$ cat src/rtl/sdram_arbiter.sv
// sdram_arbiter: round-robin share of one SDRAM controller user port between NPORT requesters, read data routed back by tag.
// Latency: p_req -> ctrl_req 1 cycle, ctrl_rvalid -> p_rvalid 1 cycle; at most one request every 2 cycles.
// Backpressure: ctrl_* held until ctrl_ready; reads are not granted while RD_DEPTH reads are outstanding.
// Build option: define SDRAM_ARB_PRIO0_EN to give port 0 strict priority over the round-robin ports.

// Small in-order FIFO holding the source port of each outstanding read.
module sdram_arbiter_tag_fifo #(
    parameter int W     = 1,
    parameter int DEPTH = 4
) (
    input  logic                     clk,
    input  logic                     rst,
    input  logic                     push_vld,
    input  logic [W-1:0]             push_dat,
    input  logic                     pop_vld,
    output logic [W-1:0]             head_dat,
    output logic [$clog2(DEPTH):0]   count
);
    localparam int PW = (DEPTH > 1) ? $clog2(DEPTH) : 1;
    localparam int CW = $clog2(DEPTH) + 1;

    logic [W-1:0]  mem_q [DEPTH];
    logic [W-1:0]  mem_d [DEPTH];
    logic [PW-1:0] wr_ptr_q, wr_ptr_d;
    logic [PW-1:0] rd_ptr_q, rd_ptr_d;
    logic [CW-1:0] cnt_q, cnt_d;
    logic          pop_ok, push_ok;

    // Pointer/count update; a pop frees a slot for a same-cycle push.
    always_comb begin
        mem_d    = mem_q;
        wr_ptr_d = wr_ptr_q;
        rd_ptr_d = rd_ptr_q;
        cnt_d    = cnt_q;
        pop_ok   = pop_vld && (cnt_q != '0);
        push_ok  = push_vld && ((cnt_q != CW'(DEPTH)) || pop_ok);
        if (push_ok) begin
            mem_d[wr_ptr_q] = push_dat;
            wr_ptr_d = (wr_ptr_q == PW'(DEPTH - 1)) ? '0 : wr_ptr_q + 1'b1;
        end
        if (pop_ok) begin
            rd_ptr_d = (rd_ptr_q == PW'(DEPTH - 1)) ? '0 : rd_ptr_q + 1'b1;
        end
        if (push_ok && !pop_ok) begin
            cnt_d = cnt_q + 1'b1;
        end else if (!push_ok && pop_ok) begin
            cnt_d = cnt_q - 1'b1;
        end
    end

    // FIFO state register; reset discards every stored tag.
    always_ff @(posedge clk) begin
        if (rst) begin
            for (int i = 0; i < DEPTH; i++) mem_q[i] <= '0;
            wr_ptr_q <= '0;
            rd_ptr_q <= '0;
            cnt_q    <= '0;
        end else begin
            mem_q    <= mem_d;
            wr_ptr_q <= wr_ptr_d;
            rd_ptr_q <= rd_ptr_d;
            cnt_q    <= cnt_d;
        end
    end

    assign head_dat = mem_q[rd_ptr_q];
    assign count    = cnt_q;
endmodule

module sdram_arbiter #(
    parameter int NPORT    = 2,
    parameter int AW       = 23,
    parameter int DW       = 16,
    parameter int RD_DEPTH = 4
) (
    input  logic                clk,
    input  logic                rst,
    input  logic [NPORT-1:0]    p_req,
    input  logic [NPORT-1:0]    p_write,
    input  logic [NPORT*AW-1:0] p_addr,
    input  logic [NPORT*DW-1:0] p_wdata,
    output logic [NPORT-1:0]    p_ready,
    output logic [NPORT-1:0]    p_rvalid,
    output logic [DW-1:0]       p_rdata,
    output logic                ctrl_req,
    output logic                ctrl_write,
    output logic [AW-1:0]       ctrl_addr,
    output logic [DW-1:0]       ctrl_wdata,
    input  logic                ctrl_ready,
    input  logic                ctrl_rvalid,
    input  logic [DW-1:0]       ctrl_rdata,
    output logic                rsp_err
);
    localparam int IW = (NPORT > 1) ? $clog2(NPORT) : 1;
    localparam int CW = $clog2(RD_DEPTH) + 1;

    typedef enum logic {IDLE, GRANT} state_t;

    state_t            state_q, state_d;
    logic [IW-1:0]     rr_ptr_q, rr_ptr_d;
    logic [IW-1:0]     gnt_id_q, gnt_id_d;
    logic              ctrl_req_q, ctrl_req_d;
    logic              ctrl_write_q, ctrl_write_d;
    logic [AW-1:0]     ctrl_addr_q, ctrl_addr_d;
    logic [DW-1:0]     ctrl_wdata_q, ctrl_wdata_d;
    logic [NPORT-1:0]  p_rvalid_q, p_rvalid_d;
    logic [DW-1:0]     p_rdata_q, p_rdata_d;
    logic              rsp_err_q, rsp_err_d;

    logic [NPORT-1:0]  elig;
    logic              win_vld;
    logic [IW-1:0]     win_id;
    logic              accept;
    logic              tag_push, tag_pop;
    logic [IW-1:0]     tag_head;
    logic [CW-1:0]     tag_cnt;

    // A read is only eligible while a tag slot is free (count before any same-cycle pop).
    always_comb begin
        elig = '0;
        for (int i = 0; i < NPORT; i++) begin
            elig[i] = p_req[i] && (p_write[i] || (tag_cnt < CW'(RD_DEPTH)));
        end
    end

    // Winner: first eligible port at or after rr_ptr, wrapping; port 0 may override.
    always_comb begin
        logic [NPORT-1:0] rr_elig;
        logic [IW:0]      idx;
        win_vld = 1'b0;
        win_id  = '0;
        rr_elig = elig;
`ifdef SDRAM_ARB_PRIO0_EN
        rr_elig[0] = 1'b0;
`endif
        for (int k = 0; k < NPORT; k++) begin
            idx = {1'b0, rr_ptr_q} + (IW+1)'(k);
            if (idx >= (IW+1)'(NPORT)) idx = idx - (IW+1)'(NPORT);
            if (!win_vld && rr_elig[idx[IW-1:0]]) begin
                win_vld = 1'b1;
                win_id  = idx[IW-1:0];
            end
        end
`ifdef SDRAM_ARB_PRIO0_EN
        if (elig[0]) begin
            win_vld = 1'b1;
            win_id  = '0;
        end
`endif
    end

    // Grant FSM: latch the winner's request in IDLE, hold it in GRANT until accepted.
    always_comb begin
        state_d      = state_q;
        rr_ptr_d     = rr_ptr_q;
        gnt_id_d     = gnt_id_q;
        ctrl_req_d   = ctrl_req_q;
        ctrl_write_d = ctrl_write_q;
        ctrl_addr_d  = ctrl_addr_q;
        ctrl_wdata_d = ctrl_wdata_q;
        accept       = 1'b0;
        case (state_q)
            IDLE: begin
                if (win_vld) begin
                    state_d      = GRANT;
                    gnt_id_d     = win_id;
                    ctrl_req_d   = 1'b1;
                    ctrl_write_d = p_write[win_id];
                    ctrl_addr_d  = p_addr[win_id*AW +: AW];
                    ctrl_wdata_d = p_wdata[win_id*DW +: DW];
                end
            end
            GRANT: begin
                if (ctrl_ready) begin
                    accept     = 1'b1;
                    state_d    = IDLE;
                    ctrl_req_d = 1'b0;
`ifdef SDRAM_ARB_PRIO0_EN
                    if (gnt_id_q != '0)
`endif
                    rr_ptr_d = (gnt_id_q == IW'(NPORT - 1)) ? '0 : gnt_id_q + 1'b1;
                end
            end
            default: state_d = IDLE;
        endcase
    end

    // Read return: pop the head tag and present the data to that port next cycle.
    always_comb begin
        p_rvalid_d = '0;
        p_rdata_d  = p_rdata_q;
        rsp_err_d  = rsp_err_q;
        if (tag_pop) begin
            p_rvalid_d = NPORT'(1) << tag_head;
            p_rdata_d  = ctrl_rdata;
        end else if (ctrl_rvalid) begin
            rsp_err_d = 1'b1;
        end
    end

    // Acceptance strobe to the granted port; suppressed while reset abandons the request.
    always_comb begin
        p_ready = '0;
        if (accept && !rst) p_ready = NPORT'(1) << gnt_id_q;
    end

    assign tag_push = accept && !ctrl_write_q;
    assign tag_pop  = ctrl_rvalid && (tag_cnt != '0);

    sdram_arbiter_tag_fifo #(
        .W     (IW),
        .DEPTH (RD_DEPTH)
    ) u_tag_fifo (
        .clk      (clk),
        .rst      (rst),
        .push_vld (tag_push),
        .push_dat (gnt_id_q),
        .pop_vld  (tag_pop),
        .head_dat (tag_head),
        .count    (tag_cnt)
    );

    // State and output registers with synchronous reset.
    always_ff @(posedge clk) begin
        if (rst) begin
            state_q      <= IDLE;
            rr_ptr_q     <= '0;
            gnt_id_q     <= '0;
            ctrl_req_q   <= 1'b0;
            ctrl_write_q <= 1'b0;
            ctrl_addr_q  <= '0;
            ctrl_wdata_q <= '0;
            p_rvalid_q   <= '0;
            p_rdata_q    <= '0;
            rsp_err_q    <= 1'b0;
        end else begin
            state_q      <= state_d;
            rr_ptr_q     <= rr_ptr_d;
            gnt_id_q     <= gnt_id_d;
            ctrl_req_q   <= ctrl_req_d;
            ctrl_write_q <= ctrl_write_d;
            ctrl_addr_q  <= ctrl_addr_d;
            ctrl_wdata_q <= ctrl_wdata_d;
            p_rvalid_q   <= p_rvalid_d;
            p_rdata_q    <= p_rdata_d;
            rsp_err_q    <= rsp_err_d;
        end
    end

    assign ctrl_req   = ctrl_req_q;
    assign ctrl_write = ctrl_write_q;
    assign ctrl_addr  = ctrl_addr_q;
    assign ctrl_wdata = ctrl_wdata_q;
    assign p_rvalid   = p_rvalid_q;
    assign p_rdata    = p_rdata_q;
    assign rsp_err    = rsp_err_q;
endmodule
$ cat config.mk
export PLATFORM = sky130hd
export DESIGN_NAME = sdram_arbiter
export DESIGN_NICKNAME = d
export VERILOG_FILES = /design/src/rtl/sdram_arbiter.sv
export SDC_FILE = /design/constraint.sdc
export NUM_CORES = 1
export LEC_CHECK = 0
export ABC_CLOCK_PERIOD_IN_PS = 3100
export CORE_MARGIN = 1
export CORE_UTILIZATION = 32
export CTS_CLUSTER_DIAMETER = 200
export DETAILED_ROUTE_END_ITERATION = 8
export PLACE_DENSITY = 0.71
export SLEW_MARGIN = 20
export SYNTH_ARGS = -nofsm -noshare
export SYNTH_HDL_FRONTEND = slang
export SYNTH_SLANG_ARGS = --single-unit
$ cat constraint.sdc
create_clock -name clk -period 3.1 [get_ports clk]
set_clock_uncertainty 0.2 [all_clocks]
set_input_delay 0.62 -clock clk [delete_from_list [all_inputs] [get_ports clk]]
set_output_delay 0.62 -clock clk [all_outputs]
set_load 0.02 [all_outputs]
==> summary.txt <==
Status
  • Status: completed

Timing
  • Period utilisation layout: 0.915
  • Setup violators final: 0
  • Hold Vio Cnt, Final: 0
  • Setup tns final: 0 ps
  • Slew @ Worst Pin: 899 ps
  • Min Tclk post-route: between 2000 and 3000 ps
  • Rel. slew slack: 0.401
  • RSZ-0062 raised after global routing: false
  • Max-slew violation count: 0
  • Fmax: 353 MHz

Logic synthesis
  • Synth async-reset ratio: 0
  • Leading post-synthesis cells by cell area: dfxtp_1, nand2_1, a311oi_2, nor2_1, a311oi_1
  • Syn_nets: a little under 500
  • Mapped Area: around 3300 µm²
  • Ys flop type: dfxtp_1
  • Yosys top cell by area: dfxtp_1
  • Yosys top cell area share: 0.447
  • Register bit total from synthesis: 74
  • Synthesized area per cell: between 8 and 9 µm²
  • Post-synthesis sequential area ratio: 0.447
  • Synth unique cells: 35
  • Synth Instances: slightly below 400
  • Post-synth EDFFs: 0
  • Yosys warning count: 0

Global routing
  • Vias in the first global route: 3138
  • Initial antenna violation count: 0
  • Total grt overflow: 0
  • First-pass GRT wire length: around 15 mm
  • GRT Overall Usage: 0.174
  • Pin count of the biggest net entering global routing: 75

Final layout
  • Most frequent cells in the layout: clkdlybuf4s50_1, nand2_1, dfxtp_1, nor2_1, a21oi_1
  • # diodes: 0
  • Share of cells above drive strength 1: 0.101
  • Most common cell after layout, fill and taps aside: clkdlybuf4s50_1
  • Layout Nets: ~650
  • Finished Layout Cells: slightly below 700
  • Area delta synth->final: 57.7%

Place
  • GPL Wtd Cong: 0.767
  • Placed Cells: roughly 660
  • DPL Wire Length: between 6 and 7 mm
  • Count of port buffers added during placement: 163

Die
  • Die height: 104 µm
  • Count of standard-cell rows: 36
  • Total I/O pin count: between 150 and 200
  • Full die area: 10800 µm²
  • Die W: 104 µm
  • Core area: between 9000 and 10000 µm²
  • Starting Density: 0.334

Worst setup path
  • CP max FO: 5
  • Setup slack, reg-to-reg: around 700 ps
  • Startpoint types: primary input
  • Critical Path, Cell by Cell: clkdlybuf4s50_1, nand2_1, nor3_1, clkdlybuf4s50_1
  • WP data required: 2280 ps
  • RR Startpoint: u_tag_fifo.count[2]
  • CP peak stage delay: 630 ps
  • Number of buffers and inverters on the critical path: 2
  • Worst path arrival time: 2020 ps
  • Worst Setup End Kind: output pin
  • Slowest stage cell, crit path: clkdlybuf4s50_1
  • Crit path from: ctrl_ready
  • Most frequent CP cell: clkdlybuf4s50_1
  • Crit path max-delay family: buffers and inverters
  • Worst Path Class, Setup: in2out

Hold path
  • Min-delay src: p_rdata[0]
  • HP Class: reg2reg

Detailed routing
  • DR vias: between 3000 and 4000
  • Final ANT Viol Nets: 0
  • # DRC: 0
  • Vias/cell: between 4 and 5
  • DRT Pass-1 Iters: 4
  • Initial drt markers: between 100 and 150
  • DR WL/cell: around 14 µm
  • Routed WL: 9.18 mm

Power and ir drop
  • Leakage: ~2.0 nW
  • Worst vdd ir: about 280 µV
  • Pwr dens: 686 nW/µm²
  • Power consumption: between 3 and 4 mW

CTS
  • Clk_lat worst skew: ~340 ps
  • Setup Buffers After CTS: 0
  • PostCTS Resize Cnt: 0
  • Worst-path clk slew: roughly 80 ps
  • CTS tree: built
  • Hold buffer count at CTS: 0
  • CTS root buffer: clkbuf_8
  • H-tree levels: 3
  • CTS buffer count: 9
  • Worst-case clock buffer depth: 2
  • Sink Count: 74

Run
  • Maxcap violations: 0
sequential cells by signal, summed over array words and instances (netlist names):
name and count:
ctrl_write 1, u_tag_fifo.count 3, u_tag_fifo.wr_ptr_q 2, gnt_id_q 1, ctrl_req 1, p_rdata 16, u_tag_fifo.mem_q 4, state_q 1
p_rvalid 2, rr_ptr_q 1, rsp_err 1, u_tag_fifo.rd_ptr_q 2, ctrl_addr 23, ctrl_wdata 16
Yosys cell counts (5+ instances only):
master	instances
nand2_1	116
dfxtp_1	74
nor2_1	56
a21oi_1	22
a311oi_2	21
a311oi_1	19
buf_2	14
clkbuf_1	7
mux2i_1	7
ha_1	6
buf_6	5
nor3_1	5
final cells by class:
cell class	instances	area (µm²)
fill	943	4690
timing repair buffer	173	1710
multi-input combinational	276	1640
sequential	74	1480
tap	133	166
clock buffer	10	138
clock inverter	5	55.1
inverter	6	22.5
report_power, final:
part | total [mW] | switching [mW] | internal, mW
Sequential | 1.30 | 0.137 | 1.16
Clock | 0.733 | 0.347 | 0.386
Combinational | 1.55 | 0.825 | 0.723
cell families (layout without fill, tap and decap cells):
logic type | count (synthesis) | in the layout | synth area share
buf+inv | 35 | 194 | 0.0563
mux | 8 | 8 | 0.0280
compound gates | 70 | 70 | 0.206
fa+ha+maj | 7 | 7 | 0.0287
simple gates | 189 | 189 | 0.229
flops | 74 | 74 | 0.447
xor+xnor | 2 | 2 | 0.00529
path summary, 6_finish.rpt:
check | to | cells after the start
hold reg to reg | p_rdata[0] | 2
setup reg to reg | u_tag_fifo.count[2] | 8
hold / removal | p_rdata[0] | 2
setup / recovery | p_ready[0] | 4
per-layer routing:
metal	vias up	track usage	share of wire	wire, µm
met2	121	0.293	0.46	4260
met1	1468	0.206	0.44	4070
met3	14	0.0554	0.076	695
met5	-	0	0	0
met4	0	0.0684	0.017	156
li1	1624	-	-	-
worst register-to-register path, cell delays in order (launching register included):
cell,delay (ps)
dfxtp_1,470
or4b_4,530
and2_4,180
ha_1,200
inv_1,70
fa_1,170
xor2_1,70
or3_1,300
a21oi_1,150
stage by stage:
stage / cell area, µm² / worst slack [ps] / hold slack, ps / utilization
final: 5220 / 263 / 255 / 0.527
after global placement: 5030 / 141 / 241 / 0.507
after CTS: 5220 / 253 / 257 / 0.527
after global routing: 5220 / 120 / 278 / 0.527
after floorplan: 3310 / 540 / 258 / -
after detailed placement: 5030 / 74.0 / 246 / 0.507
No activity file was read; power rests on OpenSTA's default activity.
